[src/rtl/serial_add_ctrl.sv]
// Bit-serial adder: one shared full-adder slice (two half adders + OR) walks a WIDTH-bit add LSB-first.
// Optional subtract mode is enabled by defining SERIAL_ADD_SUB_EN (adds the sub_in port).

module half_adder (
  input  logic a,
  input  logic b,
  output logic s,
  output logic c
);
  assign s = a ^ b;
  assign c = a & b;
endmodule

module serial_add_ctrl #(
  parameter int WIDTH = 8,
  parameter int CNT_W = 6
) (
  input  logic             clk,
  input  logic             rst,
  input  logic             start,
  input  logic [WIDTH-1:0] a_in,
  input  logic [WIDTH-1:0] b_in,
`ifdef SERIAL_ADD_SUB_EN
  input  logic             sub_in,
`endif
  output logic             ready,
  output logic             busy,
  output logic             done,
  output logic [WIDTH-1:0] sum_out,
  output logic             carry_out
);

  typedef enum logic [1:0] {
    IDLE = 2'd0,
    RUN  = 2'd1,
    DONE = 2'd2
  } state_t;

  state_t           state_q, state_d;
  logic [WIDTH-1:0] a_q, a_d;
  logic [WIDTH-1:0] b_q, b_d;
  logic [WIDTH-1:0] res_q, res_d;
  logic [WIDTH-1:0] sum_q, sum_d;
  logic [CNT_W-1:0] cnt_q, cnt_d;
  logic             carry_q, carry_d;
  logic             cout_q, cout_d;
  logic             ready_q, ready_d;
  logic             busy_q, busy_d;
  logic             done_q, done_d;

  logic             op_inv;
  logic             ha0_s, ha0_c, ha1_c;
  logic             slice_sum, slice_carry;
  logic             last_bit;

`ifdef SERIAL_ADD_SUB_EN
  assign op_inv = sub_in;
`else
  assign op_inv = 1'b0;
`endif

  // Shared full-adder slice; subtract reuses it as A + ~B + 1.
  half_adder u_ha0 (
    .a (a_q[0]),
    .b (b_q[0]),
    .s (ha0_s),
    .c (ha0_c)
  );

  half_adder u_ha1 (
    .a (ha0_s),
    .b (carry_q),
    .s (slice_sum),
    .c (ha1_c)
  );

  assign slice_carry = ha0_c | ha1_c;
  assign last_bit    = (cnt_q == CNT_W'(WIDTH - 1));

  always_comb begin
    state_d = state_q;
    a_d     = a_q;
    b_d     = b_q;
    res_d   = res_q;
    sum_d   = sum_q;
    cnt_d   = cnt_q;
    carry_d = carry_q;
    cout_d  = cout_q;
    ready_d = ready_q;
    busy_d  = busy_q;
    done_d  = 1'b0;
    unique case (state_q)
      IDLE: begin
        if (start) begin
          a_d     = a_in;
          b_d     = op_inv ? ~b_in : b_in;
          carry_d = op_inv;
          cnt_d   = '0;
          res_d   = '0;
          state_d = RUN;
          ready_d = 1'b0;
          busy_d  = 1'b1;
        end
      end
      RUN: begin
        // Sum bits enter at the MSB so bit 0 lands at the LSB after WIDTH shifts.
        res_d   = (res_q >> 1) | (WIDTH'(slice_sum) << (WIDTH - 1));
        a_d     = a_q >> 1;
        b_d     = b_q >> 1;
        carry_d = slice_carry;
        cnt_d   = cnt_q + CNT_W'(1);
        if (last_bit) begin
          sum_d   = res_d;
          cout_d  = slice_carry;
          state_d = DONE;
          busy_d  = 1'b0;
          done_d  = 1'b1;
        end
      end
      DONE: begin
        state_d = IDLE;
        ready_d = 1'b1;
      end
      default: begin
        state_d = IDLE;
        ready_d = 1'b1;
        busy_d  = 1'b0;
      end
    endcase
  end

  always_ff @(posedge clk) begin
    if (rst) begin
      state_q <= IDLE;
      a_q     <= '0;
      b_q     <= '0;
      res_q   <= '0;
      sum_q   <= '0;
      cnt_q   <= '0;
      carry_q <= 1'b0;
      cout_q  <= 1'b0;
      ready_q <= 1'b1;
      busy_q  <= 1'b0;
      done_q  <= 1'b0;
    end else begin
      state_q <= state_d;
      a_q     <= a_d;
      b_q     <= b_d;
      res_q   <= res_d;
      sum_q   <= sum_d;
      cnt_q   <= cnt_d;
      carry_q <= carry_d;
      cout_q  <= cout_d;
      ready_q <= ready_d;
      busy_q  <= busy_d;
      done_q  <= done_d;
    end
  end

  assign ready     = ready_q;
  assign busy      = busy_q;
  assign done      = done_q;
  assign sum_out   = sum_q;
  assign carry_out = cout_q;

endmodule

[config.mk]
export PLATFORM = sky130hd
export DESIGN_NAME = serial_add_ctrl
export DESIGN_NICKNAME = d
export VERILOG_FILES = /design/src/rtl/serial_add_ctrl.sv
export SDC_FILE = /design/constraint.sdc
export NUM_CORES = 1
export LEC_CHECK = 0
export ABC_AREA = 1
export CAP_MARGIN = 10
export CORE_MARGIN = 2
export CORE_UTILIZATION = 56
export DETAILED_ROUTE_END_ITERATION = 8
export PLACE_DENSITY = 0.83
export REMOVE_ABC_BUFFERS = 1
export SLEW_MARGIN = 30
export SYNTH_ARGS = -nofsm -noshare
export SYNTH_HDL_FRONTEND = slang
export SYNTH_SLANG_ARGS = --single-unit
[constraint.sdc]
create_clock -name clk -period 3 [get_ports clk]
set_input_delay 0.9 -clock clk [delete_from_list [all_inputs] [get_ports clk]]
set_output_delay 0.9 -clock clk [all_outputs]
set_load 0.01 [all_outputs]
# Yosys cells after proc, flatten, opt, wreduce, memory -nomap -nowiden
# Cells that the tools add are included.
# op_classes
n_addsub	1
eq_ne	5
muxes	18
n_bitwise	8
reduce_logical	8
# ops
operator	n
one-hot mux 8 bit (2 select lines)	3
2-to-1 mux 8 bit	3
one-hot mux 6 bit (2 select lines)	1
bitwise OR 7 x 8 -> 8 bit	1
AND reduction 2 bit	4
adder 6 x 1 -> 6 bit, second input constant	1
equality test 6 x 3 -> 1 bit, second input constant	1
2-to-1 mux 6 bit	1
2-to-1 mux 1 bit	4
2-to-1 mux 2 bit	2
inequality test 2 bit, second input constant	2
one-hot mux 1 bit (2 select lines)	2
one-hot mux 2 bit (2 select lines)	1
one-hot mux 1 bit (3 select lines)	1
AND reduction 3 bit	1
bitwise AND 1 bit	2
equality test 2 x 1 -> 1 bit, second input constant	1
equality test 2 bit, second input constant	1
zero test 2 bit	1
NOT 1 bit	2
nonzero test 2 bit	1
OR reduction 2 bit	1
bitwise XOR 1 bit	2
bitwise OR 1 bit	1
# word_totals
reg_bits	45
out_inout_bits	12

# Logic depth before layout (Yosys ltp)
# Gate-level depths: netlist of run 1.
# logic_depth
word_depth	4
ltp_mapped	7
mapped_depth_nobuf	7

# By module
# A second synthesis of run 1 with hierarchy kept.
# unflattened
cells_unflattened	251
hier_area_um2	1860.5
# modules_own_cells
module	instances	cells_per_inst	area_each_um2
serial_add_ctrl	1	249	1835.5
half_adder	2	1	12.5

# Worst setup path before layout of run 1
# No wires, ideal clock.
# synth_path
kind	input to register
start	input start
end	register b_q[2]
setup_ns	0.057
arrival_time_ns	1.592
required_ns	2.943
slack_ns	1.351
stages	6
path_cell_list	buf_2 buf_1 nand3_1 nand3_1 nand2_1 inv_1
# synth_via
elab_chain_len	2
# synth_rtl
item	line	rtl
start: declaration	20	input logic start,
inequality test 2 bit (no source line)	--	
AND reduction 2 bit (no source line)	--	
end signal: assignment	136	b_q <= '0;
end signal: assignment	148	b_q <= b_d;
end: declaration	41	logic [WIDTH-1:0] b_q, b_d;
# No other way between the ends.
# A chain may end at the register's enable or synchronous reset.

# Final worst setup path of run 1
# layout_path
start	register sum_q[4], in the netlist sum_out[4]
end	output sum_out[4]
# layout_lines
item	line	rtl
start: declaration	43	logic [WIDTH-1:0] sum_q, sum_d;
start signal: assignment	150	sum_q <= sum_d;
end: declaration	29	output logic [WIDTH-1:0] sum_out,
# No word-level cell between the ends.

==> flow_metrics.tcl, run 1 <==
set metrics [dict create \
    finalSetupViolations 0 \
    synth_cells 246 \
    die_h_um 61.2 \
    wl_um 3660 \
    rsz0062_at_grt "false" \
    die_area_um2 3740 \
    worst_pin_slew_ns 0.727 \
    worstPathCellList "clkdlybuf4s50_1" \
    cts_resized 0 \
    fin_nets 293 \
    post-route-min-period_ns 2.17 \
    cp_slowest_cell "clkdlybuf4s50_1" \
    synth_cell_type_count 20 \
    min-delay-start "res_q[2]$_SDFFE_PP0P_" \
    finClkSkew_ns 0.00727 \
    drt-initial-drc-count 85 \
    routed_via_density 5.36 \
    core_area_um2 3080 \
    stdcell_count 317 \
    avgRoutedWirePerCell_um 11.5 \
    globalplace.congestion 0.791 \
    grt_usage_pct 22.0 \
    power.share.clock_pct 28.6 \
    critPathMaxFanout 2 \
    cts-htree-levels 2 \
    clk_latency_ns 0.37 \
    end_kind "output pin" \
    fmax_ghz 0.461 \
    sw_frac_of_total_pct 27.6 \
    final_layout_size_suffix_gt1_share_pct 6.59 \
    synth-seq-cells 44 \
    grt_max_degree 33 \
    grt_pass1_wl_um 6070 \
    cp.required_ns 2.10 \
    p_per_area_nw_per_um2 469 \
    cts_buffer_depth 2 \
    grt-ovfl-total 0 \
    crit_arrival_ns 1.27 \
    p_int_mw 0.748 \
    dp.cells 309 \
    pwr-share-comb_pct 11.7 \
    slowest_delay_ns 0.54 \
    max-cap-violations 0 \
    syn_avg_cell_area_um2 7.45 \
    crit_start "sum_out[4]$_SDFFE_PP0P_" \
    synthesis.area_um2 1830 \
    dp_hpwl_um 2350 \
    die_w_um 61.2 \
    final.setup.tns_ns 0 \
    power.switching_mw 0.285 \
    vias 1698 \
    finalHoldViolCount 0 \
    cts_hold_buffers 0 \
    num-fill-cells 291 \
    status "completed" \
    cts_buffers 5 \
    area_delta_synth_final_pct 20.2 \
    cts_tree "yes" \
    drc_errors 0 \
    vdd.ir_drop.worst_mv 0.313 \
    hold_class "reg -> reg" \
    post_cts_buffers 0 \
    antenna_found_initial 0 \
    max_slew_margin_pct 51.5 \
    ys_seq_area_share_pct 48.1 \
    cts_sinks 44 \
    drtAntennaViolNets 0 \
    initial_core_util_pct 59.5 \
    cp-start-kind "register" \
    clk_pin_slew_ns 0.13 \
    crit_type "reg -> out" \
    num_antenna_cells 0 \
    fin_crit_sh_pct 72.4 \
    grt_pass1_vias 1421 \
    timing.critical_path.buf_inv 1 \
    ios 31 \
    reg2reg_from "cnt_q[0]$_SDFFE_PP0P_" \
    seqPwrFrac_pct 59.7 \
    yosysWarningCount 0 \
    maxSlewViolCount 0 \
    clock-root-buffer "clkbuf_4" \
    io_buffer_count 30 \
    num_rows 20 \
    critPathTopFamily "buffers and inverters" \
    p_leak_nw 0.884 \
    first_pass_iters 5 \
]
## through the flow
step | util, % | cell area (µm²) | setup slack [ns] | hold slack, ns | power [mW]
3_3_place_gp | 69.6 | 2140 | 0.748 | 0.449 | 0.747
2_1_floorplan | - | 1760 | 1.43 | 0.439 | 0.690
3_5_place_dp | 69.6 | 2140 | 0.722 | 0.458 | 0.750
5_1_grt | 71.5 | 2200 | 0.751 | 0.500 | 1.08
6_report | 71.5 | 2200 | 0.829 | 0.474 | 1.03
4_1_cts | 71.5 | 2200 | 0.813 | 0.478 | 1.04
## registers in the layout (all words and copies together), names as in the netlist
name       flops
a_q            8
carry_q        1
done           1
state_q        2
carry_out      1
b_q            8
res_q          7
ready          1
cnt_q          6
busy           1
sum_out        8
## final cells by class
class	instances	area, µm²	area share [%]
clock inverters	3	23.8	1.08
multi-input cells	173	822	37.3
repair buffers	34	330	15.0
inverters	14	52.6	2.39
clock buffers	5	37.5	1.70
flip-flops and latches	44	881	40.0
well taps	44	55.1	2.50
## cells in the final DEF, fill, tap and decap left out
| cell type | Yosys | layout |
|---|---|---|
| a21oi_1 | 17 | 17 |
| a31oi_1 | 7 | 7 |
| buf_4 | 3 | 4 |
| clkbuf_4 | 0 | 5 |
| clkdlybuf4s50_1 | 0 | 30 |
| clkinv_4 | 0 | 1 |
| clkinvlp_4 | 0 | 2 |
| dfxtp_1 | 44 | 44 |
| fa_1 | 1 | 1 |
| ha_1 | 1 | 1 |
| inv_1 | 13 | 13 |
| inv_2 | 1 | 1 |
| nand2_1 | 67 | 67 |
| nand2_2 | 2 | 2 |
| nand3_1 | 58 | 58 |
| nand3_2 | 1 | 1 |
| nand4_1 | 1 | 1 |
| nor2_1 | 12 | 12 |
| nor2_4 | 2 | 2 |
| o21ai_0 | 3 | 3 |
| o21bai_1 | 1 | 1 |
## cells by family after synthesis
family                     Yosys count  synth area share [%]
DFF                                 44                  48.1
buffers and inverters               29                  7.04
AOI/OAI and AO/OA                   28                  8.26
adders and majority gates            2                  1.78
and+or+nand+nor                    143                  34.8
## metal layers
metal | track usage (%) | routed length (µm)
met5 | 0 | 0
met4 | 7.76 | 49
met3 | 6.72 | 237
met2 | 35.4 | 1660
met1 | 28.1 | 1710
## power by group through the flow
stage	clock network, mW	logic (mW)	registers [mW]
after detailed placement	0	0.121	0.629
after global routing	0.323	0.136	0.620
after CTS	0.301	0.121	0.617
after floorplan	0	0.0621	0.628
final	0.295	0.121	0.617
after global placement	0	0.118	0.629
## Yosys cell counts (all sizes together)
| master | instances | area, µm² |
|---|---|---|
| a31oi | 7 | 43.8 |
| ha | 1 | 12.5 |
| nand2 | 69 | 264 |
| nand4 | 1 | 6.26 |
| inv | 14 | 52.6 |
| a21oi | 17 | 85.1 |
| buf | 12 | 65.1 |
| nor2 | 14 | 67.6 |
| dfxtp | 44 | 881 |
| nand3 | 59 | 300 |
| clkbuf | 3 | 11.3 |
| fa | 1 | 20.0 |
| o21bai | 1 | 7.51 |
| o21ai | 3 | 15.0 |
## path summary, 6_finish.rpt
path	endpoint	slack [ns]	cells after the start
worst min-delay path	sum_out[1]$_SDFFE_PP0P_	0.47	2
worst max register to register	sum_out[2]$_SDFFE_PP0P_	1.42	7
worst min register to register	sum_out[1]$_SDFFE_PP0P_	0.47	2
worst max-delay path	sum_out[4]	0.83	1
Note: power is estimated with default switching activity, not from simulation.
==> run 2: changes to the inputs <==
CORE_UTILIZATION = 52   (was 56)
PLACE_DENSITY = 0.77   (was 0.83)
clock period = 2.05 ns   (was 3 ns; I/O delays follow)
==> flow_metrics.tcl, run 2 (synthesis results as in run 1) <==
set metrics [dict create \
    p_per_area_nw_per_um2 735 \
    num_rows 21 \
    grt_pass1_vias 1545 \
    multi_input_area_um2 822 \
    post_cts_buffers 0 \
    clock-root-buffer "clkbuf_4" \
    cts_buffers 5 \
    grt_usage_pct 20.7 \
    initial_core_util_pct 54.5 \
    drtAntennaViolNets 0 \
    avgRoutedWirePerCell_um 11.6 \
    p_leak_nw 0.924 \
    num-fill-cells 311 \
    clk_latency_ns 0.36 \
    io_buffer_count 30 \
    cp_slowest_cell "clkdlybuf4s50_1" \
    final_common_cell "nand2_1" \
    crit_type "reg -> out" \
    timing.critical_path.buf_inv 1 \
    grt-ovfl-total 0 \
    drt-met1-wl_um 1680 \
    routed_via_density 5.25 \
    dp.cells 314 \
    worstPathCellList "clkdlybuf4s50_1" \
    drc_errors 0 \
    grt_pass1_wl_um 6530 \
    cts-htree-levels 2 \
    core_area_um2 3360 \
    max-cap-violations 0 \
    finClkSkew_ns 0.0107 \
    rsz0062_at_grt "false" \
    fin_nets 296 \
    final_layout_size_suffix_gt1_share_pct 7.61 \
    wl_um 3740 \
    cts_resized 0 \
    cp-start-kind "register" \
    crit_arrival_ns 1.27 \
    die_h_um 63.4 \
    rr_worst_depth 7 \
    cts_hold_buffers 0 \
    worst_pin_slew_ns 0.475 \
    globalplace.congestion 0.791 \
    slowest_delay_ns 0.54 \
    max_slew_margin_pct 68.2 \
    ios 31 \
    post-route-min-period_ns 1.88 \
    fmax_ghz 0.531 \
    wl_met2_um 1770 \
    final_cell_mix "nand2_1, nand3_1, dfxtp_1" \
    top_layer "met4" \
    stdcell_count 322 \
    finalSetupViolations 0 \
    cts_tree "yes" \
    drt-initial-drc-count 70 \
    wl_met3_um 215 \
    reg2reg_from "cnt_q[0]$_SDFFE_PP0P_" \
    reg2reg_slack_ns 0.42 \
    r2r_end "sum_out[1]$_SDFFE_PP0P_" \
    end_kind "output pin" \
    cts_buffer_depth 2 \
    fin_crit_sh_pct 91.8 \
    vdd.ir_drop.worst_mv 0.651 \
    hold_class "reg -> reg" \
    die_w_um 63.4 \
    crit_start "sum_out[2]$_SDFFE_PP0P_" \
    status "completed" \
    num_antenna_cells 0 \
    regArea_um2 881 \
    first_pass_iters 4 \
    dp_hpwl_um 2510 \
    area_delta_synth_final_pct 23.8 \
    die_area_um2 4010 \
    clk_pin_slew_ns 0.13 \
    cp_num_cells 1 \
    cp.required_ns 1.43 \
    final.setup.tns_ns 0 \
    finalHoldViolCount 0 \
    maxSlewViolCount 0 \
    grt_max_degree 33 \
    critPathMaxFanout 2 \
    antenna_found_initial 0 \
    critPathTopFamily "buffers and inverters" \
    vias 1691 \
    crit_path_end "sum_out[2]" \
    cts_sinks 44 \
]
[run 2: cell count changes in the layout (fill, tap and decap cells not counted)]
cell        previous run  this run
clkbuf_8               0         1
bufinv_16              0         1
buf_12                 0         1
clkinvlp_4             2         0
buf_4                  4         6
[run 2: routing by layer]
| metal | GRT usage (%) | vias to the layer above |
|---|---|---|
| li1 | - | 872 |
| met1 | 24.4 | 764 |
| met2 | 35.1 | 49 |
| met3 | 5.89 | 6 |
| met4 | 8.97 | 0 |
| met5 | 0 | - |
[run 2: power by group]
| part | internal [mW] | switching, mW |
|---|---|---|
| logic | 0.0828 | 0.102 |
| registers | 0.884 | 0.0192 |
| clock network | 0.292 | 0.287 |
[run 2: worst min-delay path by stage]
stage / from / end / slack (ns) / depth (start not counted)
2_1_floorplan: res_q[2]$_SDFFE_PP0P_ / sum_out[1]$_SDFFE_PP0P_ / 0.44 / 2
3_3_place_gp: ready$_SDFFE_PP1P_ / ready$_SDFFE_PP1P_ / 0.45 / 2
3_5_place_dp: res_q[3]$_SDFFE_PP0P_ / sum_out[2]$_SDFFE_PP0P_ / 0.46 / 2
4_1_cts: res_q[3]$_SDFFE_PP0P_ / sum_out[2]$_SDFFE_PP0P_ / 0.48 / 2
5_1_grt: res_q[5]$_SDFFE_PP0P_ / sum_out[4]$_SDFFE_PP0P_ / 0.49 / 2
6_report: res_q[5]$_SDFFE_PP0P_ / sum_out[4]$_SDFFE_PP0P_ / 0.48 / 2
[run 2: layout make-up]
type                       count  share of cell area [%]
inverter                      14                    2.32
timing repair buffer          37                    16.1
tap                           46                    2.54
clock inverter                 2                    1.71
clock buffer                   6                    2.26
sequential                    44                    38.8
multi-input combinational    173                    36.2
[run 2: worst register-to-register path, delay by kind of cell, from the launching register on]
kind / cells / cell delay [ns]
simple gates: 6 / 0.97
flops: 1 / 0.43
fa+ha+maj: 1 / 0.19
[run 2: through the flow]
step	hold slack (ns)	util [%]	power, mW	worst slack (ns)	cell area, µm²
after floorplan	0.439	-	1.01	0.523	1760
after global placement	0.448	64.8	1.10	0.237	2180
after detailed placement	0.458	64.8	1.11	0.206	2180
after CTS	0.479	67.4	1.68	0.141	2270
after global routing	0.494	67.4	1.74	0.106	2270
final	0.475	67.4	1.67	0.168	2270
==> run 3: changes to the inputs <==
SLEW_MARGIN = 20   (was 30)
==> results of run 3 <==
Final layout, timing and power as in run 2 (identical DEF).
